===== config.mk =====
export PLATFORM = sky130hd
export DESIGN_NAME = morse_encoder
export DESIGN_NICKNAME = d
export VERILOG_FILES = /design/src/rtl/morse_encoder.sv
export SDC_FILE = /design/constraint.sdc
export NUM_CORES = 1
export LEC_CHECK = 0
export BUFFER_PORTS_ARGS = -buffer_cell sky130_fd_sc_hd__buf_2
export CORE_MARGIN = 2
export CORE_UTILIZATION = 55
export DETAILED_ROUTE_END_ITERATION = 10
export GPL_TIMING_DRIVEN = 0
export HOLD_SLACK_MARGIN = 0.08
export PLACE_DENSITY = 0.76
export SYNTH_ARGS = -nofsm -noshare
export SYNTH_HDL_FRONTEND = slang
export SYNTH_SLANG_ARGS = --single-unit

===== constraint.sdc =====
create_clock -name clk -period 2.4 [get_ports clk]
set_input_delay 0.12 -clock clk [delete_from_list [all_inputs] [get_ports clk]]
set_output_delay 0.12 -clock clk [all_outputs]
set_load 0.03 [all_outputs]

===== src/rtl/morse_encoder.sv =====
// morse_encoder: ASCII byte stream to Morse symbols.
// Emits per-element dot/dash strobes, letter/word gap strobes and a keying line
// timed in units of UNIT_CYCLES clocks. Define MORSE_DIGITS_EN to encode 0-9;
// otherwise digits are rejected like any other unsupported character.
module morse_encoder #(
    parameter int unsigned UNIT_CYCLES = 4
) (
    input  logic       clk,
    input  logic       rst_n,
    input  logic [7:0] din,
    input  logic       din_valid,
    output logic       din_ready,
    output logic       key,
    output logic       dot,
    output logic       dash,
    output logic       lg,
    output logic       wg,
    output logic       busy,
    output logic       error
);

    // Counter must hold 7 units minus one (longest state, the word gap).
    localparam int unsigned CntW = $clog2(7 * UNIT_CYCLES);
    localparam logic [CntW-1:0] Cnt1 = CntW'(UNIT_CYCLES - 1);
    localparam logic [CntW-1:0] Cnt3 = CntW'(3 * UNIT_CYCLES - 1);
    localparam logic [CntW-1:0] Cnt7 = CntW'(7 * UNIT_CYCLES - 1);

    typedef enum logic [2:0] {
        StIdle,
        StOn,
        StEgap,
        StLgap,
        StWgap
    } state_e;

    state_e          state_q, state_d;
    logic [CntW-1:0] cnt_q, cnt_d;
    logic [4:0]      shift_q, shift_d;
    logic [2:0]      elem_q, elem_d;
    logic            key_q, key_d;
    logic            dot_q, dot_d;
    logic            dash_q, dash_d;
    logic            lg_q, lg_d;
    logic            wg_q, wg_d;
    logic            error_q, error_d;

    logic [7:0]      ch;
    logic [2:0]      rom_len;
    logic [4:0]      rom_pat;
    logic            cnt_zero;
    logic            accept;

    assign cnt_zero = (cnt_q == '0);
    // Ready also in the last letter-gap cycle so back-to-back letters get exactly 3 units.
    assign din_ready = (state_q == StIdle) || ((state_q == StLgap) && cnt_zero);
    assign accept    = din_valid && din_ready;

    // Fold case and look up length / left-justified pattern (1 = dash); len 0 = unsupported.
    always_comb begin
        ch = din;
        if (din >= 8'h61 && din <= 8'h7a) begin
            ch = din - 8'h20;
        end
        rom_len = 3'd0;
        rom_pat = 5'b00000;
        case (ch)
            8'h41: begin rom_len = 3'd2; rom_pat = 5'b01000; end // A .-
            8'h42: begin rom_len = 3'd4; rom_pat = 5'b10000; end // B -...
            8'h43: begin rom_len = 3'd4; rom_pat = 5'b10100; end // C -.-.
            8'h44: begin rom_len = 3'd3; rom_pat = 5'b10000; end // D -..
            8'h45: begin rom_len = 3'd1; rom_pat = 5'b00000; end // E .
            8'h46: begin rom_len = 3'd4; rom_pat = 5'b00100; end // F ..-.
            8'h47: begin rom_len = 3'd3; rom_pat = 5'b11000; end // G --.
            8'h48: begin rom_len = 3'd4; rom_pat = 5'b00000; end // H ....
            8'h49: begin rom_len = 3'd2; rom_pat = 5'b00000; end // I ..
            8'h4a: begin rom_len = 3'd4; rom_pat = 5'b01110; end // J .---
            8'h4b: begin rom_len = 3'd3; rom_pat = 5'b10100; end // K -.-
            8'h4c: begin rom_len = 3'd4; rom_pat = 5'b01000; end // L .-..
            8'h4d: begin rom_len = 3'd2; rom_pat = 5'b11000; end // M --
            8'h4e: begin rom_len = 3'd2; rom_pat = 5'b10000; end // N -.
            8'h4f: begin rom_len = 3'd3; rom_pat = 5'b11100; end // O ---
            8'h50: begin rom_len = 3'd4; rom_pat = 5'b01100; end // P .--.
            8'h51: begin rom_len = 3'd4; rom_pat = 5'b11010; end // Q --.-
            8'h52: begin rom_len = 3'd3; rom_pat = 5'b01000; end // R .-.
            8'h53: begin rom_len = 3'd3; rom_pat = 5'b00000; end // S ...
            8'h54: begin rom_len = 3'd1; rom_pat = 5'b10000; end // T -
            8'h55: begin rom_len = 3'd3; rom_pat = 5'b00100; end // U ..-
            8'h56: begin rom_len = 3'd4; rom_pat = 5'b00010; end // V ...-
            8'h57: begin rom_len = 3'd3; rom_pat = 5'b01100; end // W .--
            8'h58: begin rom_len = 3'd4; rom_pat = 5'b10010; end // X -..-
            8'h59: begin rom_len = 3'd4; rom_pat = 5'b10110; end // Y -.--
            8'h5a: begin rom_len = 3'd4; rom_pat = 5'b11000; end // Z --..
`ifdef MORSE_DIGITS_EN
            8'h30: begin rom_len = 3'd5; rom_pat = 5'b11111; end // 0
            8'h31: begin rom_len = 3'd5; rom_pat = 5'b01111; end // 1
            8'h32: begin rom_len = 3'd5; rom_pat = 5'b00111; end // 2
            8'h33: begin rom_len = 3'd5; rom_pat = 5'b00011; end // 3
            8'h34: begin rom_len = 3'd5; rom_pat = 5'b00001; end // 4
            8'h35: begin rom_len = 3'd5; rom_pat = 5'b00000; end // 5
            8'h36: begin rom_len = 3'd5; rom_pat = 5'b10000; end // 6
            8'h37: begin rom_len = 3'd5; rom_pat = 5'b11000; end // 7
            8'h38: begin rom_len = 3'd5; rom_pat = 5'b11100; end // 8
            8'h39: begin rom_len = 3'd5; rom_pat = 5'b11110; end // 9
`else
`endif
            default: begin rom_len = 3'd0; rom_pat = 5'b00000; end
        endcase
    end

    // Next-state, duration counter and registered strobe/key values.
    always_comb begin
        state_d = state_q;
        cnt_d   = cnt_zero ? cnt_q : cnt_q - CntW'(1);
        shift_d = shift_q;
        elem_d  = elem_q;
        dot_d   = 1'b0;
        dash_d  = 1'b0;
        lg_d    = 1'b0;
        wg_d    = 1'b0;
        error_d = 1'b0;

        case (state_q)
            StOn: begin
                if (cnt_zero) begin
                    if (elem_q != 3'd0) begin
                        state_d = StEgap;
                        cnt_d   = Cnt1;
                        shift_d = shift_q << 1;
                        elem_d  = elem_q - 3'd1;
                    end else begin
                        state_d = StLgap;
                        cnt_d   = Cnt3;
                        lg_d    = 1'b1;
                    end
                end
            end
            StEgap: begin
                if (cnt_zero) begin
                    state_d = StOn;
                    cnt_d   = shift_q[4] ? Cnt3 : Cnt1;
                    dot_d   = ~shift_q[4];
                    dash_d  = shift_q[4];
                end
            end
            StLgap: begin
                if (cnt_zero) begin
                    state_d = StIdle;
                end
            end
            StWgap: begin
                if (cnt_zero) begin
                    state_d = StIdle;
                end
            end
            default: ;
        endcase

        // Acceptance happens only in IDLE or the final letter-gap cycle.
        if (accept) begin
            if (rom_len != 3'd0) begin
                state_d = StOn;
                shift_d = rom_pat;
                elem_d  = rom_len - 3'd1;
                cnt_d   = rom_pat[4] ? Cnt3 : Cnt1;
                dot_d   = ~rom_pat[4];
                dash_d  = rom_pat[4];
            end else if (ch == 8'h20) begin
                state_d = StWgap;
                cnt_d   = Cnt7;
                wg_d    = 1'b1;
            end else begin
                state_d = StIdle;
                error_d = 1'b1;
            end
        end

        key_d = (state_d == StOn);
    end

    // State and output registers; reset abandons any character in flight.
    always_ff @(posedge clk or negedge rst_n) begin
        if (!rst_n) begin
            state_q <= StIdle;
            cnt_q   <= '0;
            shift_q <= 5'b00000;
            elem_q  <= 3'd0;
            key_q   <= 1'b0;
            dot_q   <= 1'b0;
            dash_q  <= 1'b0;
            lg_q    <= 1'b0;
            wg_q    <= 1'b0;
            error_q <= 1'b0;
        end else begin
            state_q <= state_d;
            cnt_q   <= cnt_d;
            shift_q <= shift_d;
            elem_q  <= elem_d;
            key_q   <= key_d;
            dot_q   <= dot_d;
            dash_q  <= dash_d;
            lg_q    <= lg_d;
            wg_q    <= wg_d;
            error_q <= error_d;
        end
    end

    assign key   = key_q;
    assign dot   = dot_q;
    assign dash  = dash_q;
    assign lg    = lg_q;
    assign wg    = wg_q;
    assign error = error_q;
    assign busy  = (state_q != StIdle);

endmodule


# Word-level counts from Yosys, hierarchy flattened
# Memory sizes are Yosys's and may differ from the RTL's.
# Cells that the tools add are included.
# totals
ff_bits	22
rom_bits	896
inputBits	11
output_inout_bits	8
word_cells	82
n_memories	1
# op_classes
n_addsub	4
magnitude_cmp	2
n_eq_ne	6
mux	47
bitwise	2
reduce_logical	10
# mem_list
memory	depth	word_bits	rd	rd_clocked_by_memory_dff	write_ports	line	source
(no name shown)	128	7	1	0	0	66	case (ch)
# op_table
operator	count
5-bit two-way mux	11
3-bit two-way mux	11
1-bit two-way mux	18
8-bit two-way mux	2
4-bit two-way mux	3
5-bit case mux with 2 select lines	1
3-bit case mux with 3 select lines	1
3-bit nonzero test	3
8-bit by 6-bit == test with 1-bit output (second input constant)	1
8-bit by 7-bit greater-or-equal comparator with 1-bit output (second input constant)	1
8-bit by 7-bit less-or-equal comparator with 1-bit output (second input constant)	1
8-bit by 6-bit subtractor with 8-bit output (second input constant)	1
3-bit by 1-bit == test with 1-bit output (second input constant)	2
3-bit by 2-bit == test with 1-bit output (second input constant)	2
3-bit by 1-bit subtractor with 3-bit output (second input constant)	2
5-bit zero test	1
5-bit by 1-bit subtractor with 5-bit output (second input constant)	1
3-bit == test (second input constant)	1
1-bit logical AND	3
3-bit zero test	1
1-bit inverter	2
2-bit OR reduction	1
1-bit logical OR	1

# Depth between registers and ports, before layout
# Gate-level depths: netlist of run 1.
# An unclocked memory read counts as a cell.
# logic_depth
ltp_word	9
mapped_depth	12
ltp_nobuf	12

# Worst setup path before layout of run 1
# No wires, ideal clock.
# synth_path
path_kind	input to register
from	input port din[5]
to	register shift_q[1]
setup_time_ps	83
t_arrival_ps	2363
required_time_ps	2317
path_slack_ps	-47
cell_stages	11
path_buffers	0
path_cell_list	inv_1 -> ha_1 -> o21ai_0 -> nand3b_1 -> a311oi_1 -> o211ai_1 -> ha_1 -> ha_1 -> nor2_1 -> nand2_1 -> o22ai_1
# synth_between
elab_chain_len	8
elab_cells_between_ends	10
classes_between	add/sub (1); order compare (2); mux (4); reduce/logical (2); memory (1)
# synth_lines
element	line	source
start: declaration	10	input logic [7:0] din,
8-bit by 7-bit greater-or-equal comparator with 1-bit output or 8-bit by 7-bit less-or-equal comparator with 1-bit output (tied branches)	61	if (din >= 8'h61 && din <= 8'h7a) begin
1-bit logical AND	61	
8-bit two-way mux (*)	61	
memory 128 x 7 bit	n/a	
8-bit two-way mux (*)	66	
3-bit nonzero test	160	if (rom_len != 3'd0) begin
5-bit two-way mux (*)	160	
5-bit two-way mux (*)	159	if (accept) begin
named net shift_d[1]	38	logic [4:0] shift_q, shift_d;
end signal: assignment	196	shift_q <= shift_d;
end: declaration	38	
# Mark *: on every way through the listed nets, which the timed path passes. The rest lies on a longest branch.

# Worst setup path after layout of run 1
# layout_path
from	input port din[0]
to	register shift_q[1]
# The elaborated chain is that of the path after synthesis.

==> results_dict.tcl, run 1 <==
set metrics [dict create \
    synth_top_area_cell "dfrtp_1" \
    setup_ws_ps 203 \
    groute.usage.overall_pct 23.0 \
    clock_sinks 22 \
    cp.required_ps 2640 \
    yosysWarnings 0 \
    overflow 0 \
    final_max_slew_viol_count 0 \
    hp-class "in2reg" \
    reg2reg_to "elem_q[2]" \
    synth_top_family_by_area "simple AND/OR/NAND/NOR gates" \
    whs_path_depth 4 \
    post-route-period-util_pct 91.6 \
    synth_compound_area_share_pct 18.1 \
    rsz0062_at_grt "no" \
    first_pass_iters 7 \
    crit_type "in2reg" \
    ir_drop_v 0.000215 \
    layout-drive-gt1-share_pct 16.1 \
    synthAdderAreaFrac_pct 11.3 \
    gr-usage-met3_pct 2.64 \
    viasPerCell 5.92 \
    r2r_slack_ps 240 \
    hold_viol 0 \
    drt-wirelength-per-cell_um 13.8 \
    grt_pass1_wl_um 6230 \
    utilization_pct 67.9 \
    end_kind "flip-flop" \
    fin_hold_ws_ps 172 \
    die_y_um 58.9 \
    busiest_layer "met2" \
    htreeDepth 1 \
    min_period_ps 2200 \
    stdcell_count 254 \
    violations "design-rule violations" \
    cp_num_buf_inv 2 \
    diodes 0 \
    power_density_nw_per_um2 403 \
    ys_ff_latch 22 \
    synthSimpleGateAreaFrac_pct 24.2 \
    cp-start-kind "primary input" \
    clk_pin_slew_ps 130 \
    ant_nets 0 \
    synth_fp_nets 222 \
    initialDrtViolationCount 69 \
    path_common_cell "ha_1" \
    r2r_cells 7 \
    row_count 19 \
    place_inst 244 \
    relSlewSlack_pct 52.7 \
    routed_wl_um 3510 \
    crit_path_max_incr_delay_ps 360 \
    crit_start "din[0]" \
    crit_end "shift_q[1]" \
    seq_area_frac_synth_pct 33.2 \
    gp_congestion 0.885 \
    drcViolationCount 2 \
    tightestPinTransition_ps 709 \
    syn_inst 196 \
    fmax_mhz 455 \
    reg2reg_from "cnt_q[0]" \
    cts_root_buf "clkbuf_4" \
    pin_count 19 \
    fin_worst_skew_ps 1.92 \
    syn_area_per_cell_um2 8.46 \
    arrival_ps 2440 \
    dp.final_hpwl_um 2820 \
    power.leakage_nw 0.903 \
    dr_total_vias 1504 \
    cts_tree "yes" \
    pre_cts_ws_ps -472 \
    dieWidth_um 58.9 \
    area_delta_synth_final_pct 14.9 \
    finalSetupViolations 0 \
    die_area_um2 3470 \
    synthTopCellsByArea "dfrtp_1, ha_1, nand2_1" \
    cp_top_family "compound AO/OA/AOI/OAI gates" \
    grtUsageMet2_pct 39.5 \
    finalPower_w 0.000768 \
    coreArea_um2 2810 \
    critPathMaxFanout 8 \
    status "complete, but fails checks" \
    maxCapViolCount 0 \
    synth-edff-count 0 \
    synth.most_common_cell "nand2_1" \
    synth_xor_area_share_pct 2.11 \
    cp_num_cells 12 \
    crit_path_cell_trace "buf_2, inv_1, ha_1, nand2b_1, a21oi_1, a311oi_4, o211ai_1, ha_1, ha_1, nor2_2, nand2_1, o22ai_1" \
    antenna_found_initial 0 \
    ys_types 42 \
    cts_buffers 3 \
    synth_common_cells "nand2_1, dfrtp_1, nor2_1" \
    slowest_stage "a311oi_4" \
    cts_buffer_depth 2 \
    use_met1_pct 31.3 \
    clkLatencyLatePin_ps 310 \
    synthMuxAreaShare_pct 6.26 \
    netlist_area_um2 1660 \
    grt_max_degree 23 \
    grt_pass1_vias 1437 \
    synth_top_area_share_pct 33.2 \
    portBuffers 17 \
    finalNetCount 250 \
    async_flop_share_pct 100 \
    initial_core_util_pct 59.1 \
    synth_ff_type "dfrtp_1" \
]
==> routing by layer <==
| metal | wire length, µm | up-vias |
|---|---|---|
| li1 | - | 747 |
| met1 | 1630 | 722 |
| met2 | 1700 | 31 |
| met3 | 144 | 4 |
| met4 | 29 | 0 |
| met5 | 0 | - |
==> where the power goes <==
part | total [W] | switching [W] | internal (W) | leakage [nW]
clock network | 0.000285 | 0.000117 | 0.000169 | 0.0279
logic | 0.000112 | 0.0000690 | 0.0000434 | 0.604
registers | 0.000371 | 0 | 0.000371 | 0.271
total | 0.000768 | 0.000186 | 0.000583 | 0.903
==> what timing repair did <==
item,CTS,global route
buffers inserted,0,5
setup endpoints to repair,4,7
endpoints found under the hold margin,22,0
gates resized for setup,2,1
hold buffers,1,0
pin swaps,0,2
==> worst reg2reg max path, cell delays in order, from the launching register on <==
cell      delay (ps)
dfrtp_1          400
inv_1             60
ha_1             230
nor4b_4          150
buf_4            150
a32oi_1          550
nand2b_1         320
mux2i_1          230
==> sequential cells by signal, indices dropped and copies added (netlist names) <==
name     flops
wg           1
shift_q      5
state_q      3
dot          1
cnt_q        5
dash         1
error        1
elem_q       3
key          1
lg           1
==> logic make-up after synthesis <==
group / count (synthesis)
buf+inv: 21
xor+xnor: 4
fa+ha+maj: 15
flops: 22
compound gates: 47
mux: 9
simple gates: 78
==> metrics by stage <==
stage / cell area [µm²] / TNS, ps
2_1_floorplan: 1660 / 0
3_3_place_gp: 1790 / -2600
3_5_place_dp: 1790 / -3870
4_1_cts: 1860 / 0
5_1_grt: 1900 / 0
6_report: 1900 / 0
==> placed cells by master, fill, tap and decap left out, types with 7 or more instances in the layout <==
| cell type | n |
|---|---|
| nand2b_1 | 7 |
| mux2i_1 | 7 |
| nor2_1 | 15 |
| nand2_1 | 31 |
| o21ai_0 | 13 |
| ha_1 | 15 |
| a21oi_1 | 10 |
| buf_2 | 18 |
| inv_1 | 13 |
| dfrtp_1 | 22 |
| nand3_1 | 7 |
==> final cells by class <==
cell class              count  area, µm²
multi-input cells         153       1050
plain buffers               6       23.8
clock buffers               3       22.5
well taps                  31       38.8
inverters                  15       56.3
clock inverters             1       30.0
fillers                   236        901
repair buffers             23        133
flip-flops and latches     22        551
==> worst min path at each step <==
stage            from          to  slack, ps
2_1_floorplan   rst_n    cnt_q[0]       -180
3_3_place_gp    rst_n  state_q[2]        100
3_5_place_dp    rst_n  state_q[2]        120
4_1_cts        din[7]          wg        160
5_1_grt        din[7]          wg        170
6_report       din[7]          wg        170
No activity file was read; power rests on OpenSTA's default activity.
==> inputs of run 2 (changes only) <==
--- a/config.mk
+++ b/config.mk
@@ -6,6 +6,7 @@
 export NUM_CORES = 1
 export LEC_CHECK = 0
 export BUFFER_PORTS_ARGS = -buffer_cell sky130_fd_sc_hd__buf_2
+export CORE_ASPECT_RATIO = 0.6
 export CORE_MARGIN = 2
 export CORE_UTILIZATION = 55
 export DETAILED_ROUTE_END_ITERATION = 10
==> run 2 against run 1 <==
The run now ends clean; sequential share of layout area decreased by 0.60 points; worst setup slack got worse by 50 ps; register-to-register slack about the same; worst hold slack improved by 110 ps; via count increased by 3.5%; critical path type unchanged; clock power increased by 20%; largest cell class unchanged; flip-flop and latch count unchanged; sequential power about the same; largest power group unchanged; non-clock buffer count decreased by 1; critical path depth unchanged; wire length increased by 25%; power increased by 8.1%.
==> results_dict.tcl, run 2 (same netlist as run 1, synthesis figures left out) <==
set metrics [dict create \
    cp-start-kind "primary input" \
    hp-class "in2reg" \
    diodes 0 \
    fin_hold_ws_ps 286 \
    layout_commonest_cell "nand2_1" \
    switchingPower_w 0.000194 \
    tightestPinTransition_ps 711 \
    dp.final_hpwl_um 3450 \
    coreArea_um2 2870 \
    power.leakage_nw 0.904 \
    overflow 0 \
    portBuffers 17 \
    grt_max_degree 23 \
    switching_share_pct 23.4 \
    dr_total_vias 1557 \
    clk_pin_slew_ps 80 \
    ir_drop_v 0.000411 \
    end_kind "flip-flop" \
    antenna_found_initial 0 \
    initial_core_util_pct 57.7 \
    first_pass_iters 5 \
    viasPerCell 5.90 \
    finalSetupTns_ps 0 \
    grt_pass1_vias 1391 \
    top_regs "cnt_q (5), shift_q (5)" \
    power_frac_seq_pct 44.6 \
    finalNetCount 249 \
    ant_nets 0 \
    layout-drive-gt1-share_pct 17.1 \
    hold_viol 0 \
    finalSetupViolations 0 \
    p_comb_share_pct 14.4 \
    cts_root_buf "clkbuf_8" \
    pin_count 19 \
    fin_worst_skew_ps 3.10 \
    initialDrtViolationCount 170 \
    power_density_nw_per_um2 427 \
    groute.usage.overall_pct 27.9 \
    drt-wirelength-per-cell_um 16.7 \
    post-route-period-util_pct 93.6 \
    fillCellCount 240 \
    htreeDepth 1 \
    mostFrequentLayoutCells "nand2_1, dfrtp_1, buf_2" \
    gp_congestion 1.03 \
    clock_sinks 22 \
    die_y_um 46.5 \
    clkLatencyLatePin_ps 260 \
    crit_type "in2reg" \
    clockPowerShare_pct 41.1 \
    critPathMaxFanout 8 \
    grt_pass1_wl_um 6930 \
    cts_buffer_depth 2 \
    relSlewSlack_pct 51.9 \
    status "complete, no violations" \
    p_int_w 0.000636 \
    row_count 15 \
    fmax_mhz 445 \
    drcViolationCount 0 \
    die_area_um2 3480 \
    min_period_ps 2250 \
    cp.required_ps 2590 \
    cts_buffers 3 \
    arrival_ps 2440 \
    rsz0062_at_grt "no" \
    cts_tree "yes" \
    area_delta_synth_final_pct 17.3 \
    dieWidth_um 74.9 \
    final_max_slew_viol_count 0 \
    routed_wl_um 4400 \
    maxCapViolCount 0 \
]
-- run 2: cell count changes in the layout (fill, tap and decap cells not counted), sizes merged --
| cell | change |
|---|---|
| buf | -1 |
-- run 2: what timing repair did --
action | 4_1_cts | 5_1_grt
setup buffers | 2 | 2
resized for setup | 3 | 4
pin swaps | 1 | 1
endpoints found under the hold margin | 22 | 0
hold buffers | 1 | 0
endpoints found under the setup margin | 7 | 9
-- run 2: path summary, 6_finish.rpt --
kind                               start    endpoint  slack, ps  cells after the start
max in group asynchronous          rst_n    cnt_q[0]       1730                      2
worst min-delay path              din[7]          wg        290                      4
min in group asynchronous          rst_n  state_q[1]        340                      2
worst min register to register  cnt_q[1]    cnt_q[1]        550                      2
worst max register to register  cnt_q[0]  shift_q[4]        240                     10
worst max-delay path              din[0]  shift_q[3]        150                     12
-- run 2: area by class of cell --
class / instances / area (µm²) / share of cell area, %
Buffer: 6 / 23.8 / 1.22
Multi-Input combinational cell: 153 / 1060 / 54.8
Sequential cell: 22 / 551 / 28.3
Clock buffer: 3 / 41.3 / 2.12
Timing Repair Buffer: 22 / 125 / 6.44
Inverter: 15 / 56.3 / 2.90
Tap cell: 42 / 52.6 / 2.70
Clock inverter: 1 / 30.0 / 1.54
-- run 2: power by group through the flow --
stage               clock network, W  registers, W  logic [W]
finish                      0.000341      0.000370   0.000119
global route                0.000359      0.000370   0.000132
CTS                         0.000342      0.000370   0.000114
detailed placement                 0      0.000378   0.000109
global placement                   0      0.000378   0.000108
floorplan                          0      0.000378  0.0000679
-- run 2: worst max-delay path, cell delays in order --
cell and delay, ps:
buf_2 160, inv_2 120, ha_2 230, nand2b_1 110, a21oi_1 90, a311oi_4 400
o211ai_1 160, ha_1 240, ha_1 270, nor2_4 250, nand3_1 180, o21ai_1 120
-- run 2: through the flow --
stage / total power [W] / utilization [%] / cell area, µm² / setup WS, ps / std cells
finish: 0.000831 / 67.7 / 1940 / 153 / 264
global route: 0.000862 / 67.7 / 1940 / 15.0 / 264
CTS: 0.000826 / 66.8 / 1920 / 45.2 / 262
detailed placement: 0.000486 / 62.7 / 1800 / -562 / 255
global placement: 0.000485 / 62.7 / 1800 / -546 / 255
floorplan: 0.000446 / - / 1660 / 134 / 196
-- run 2: routing by layer --
| layer | wire, µm | GRT usage, % | vias up |
|---|---|---|---|
| met4 | 38 | 5.36 | 0 |
| met5 | 0 | 0 | - |
| met2 | 1730 | 39.3 | 74 |
| li1 | - | - | 745 |
| met1 | 2230 | 42.0 | 734 |
| met3 | 400 | 8.32 | 4 |
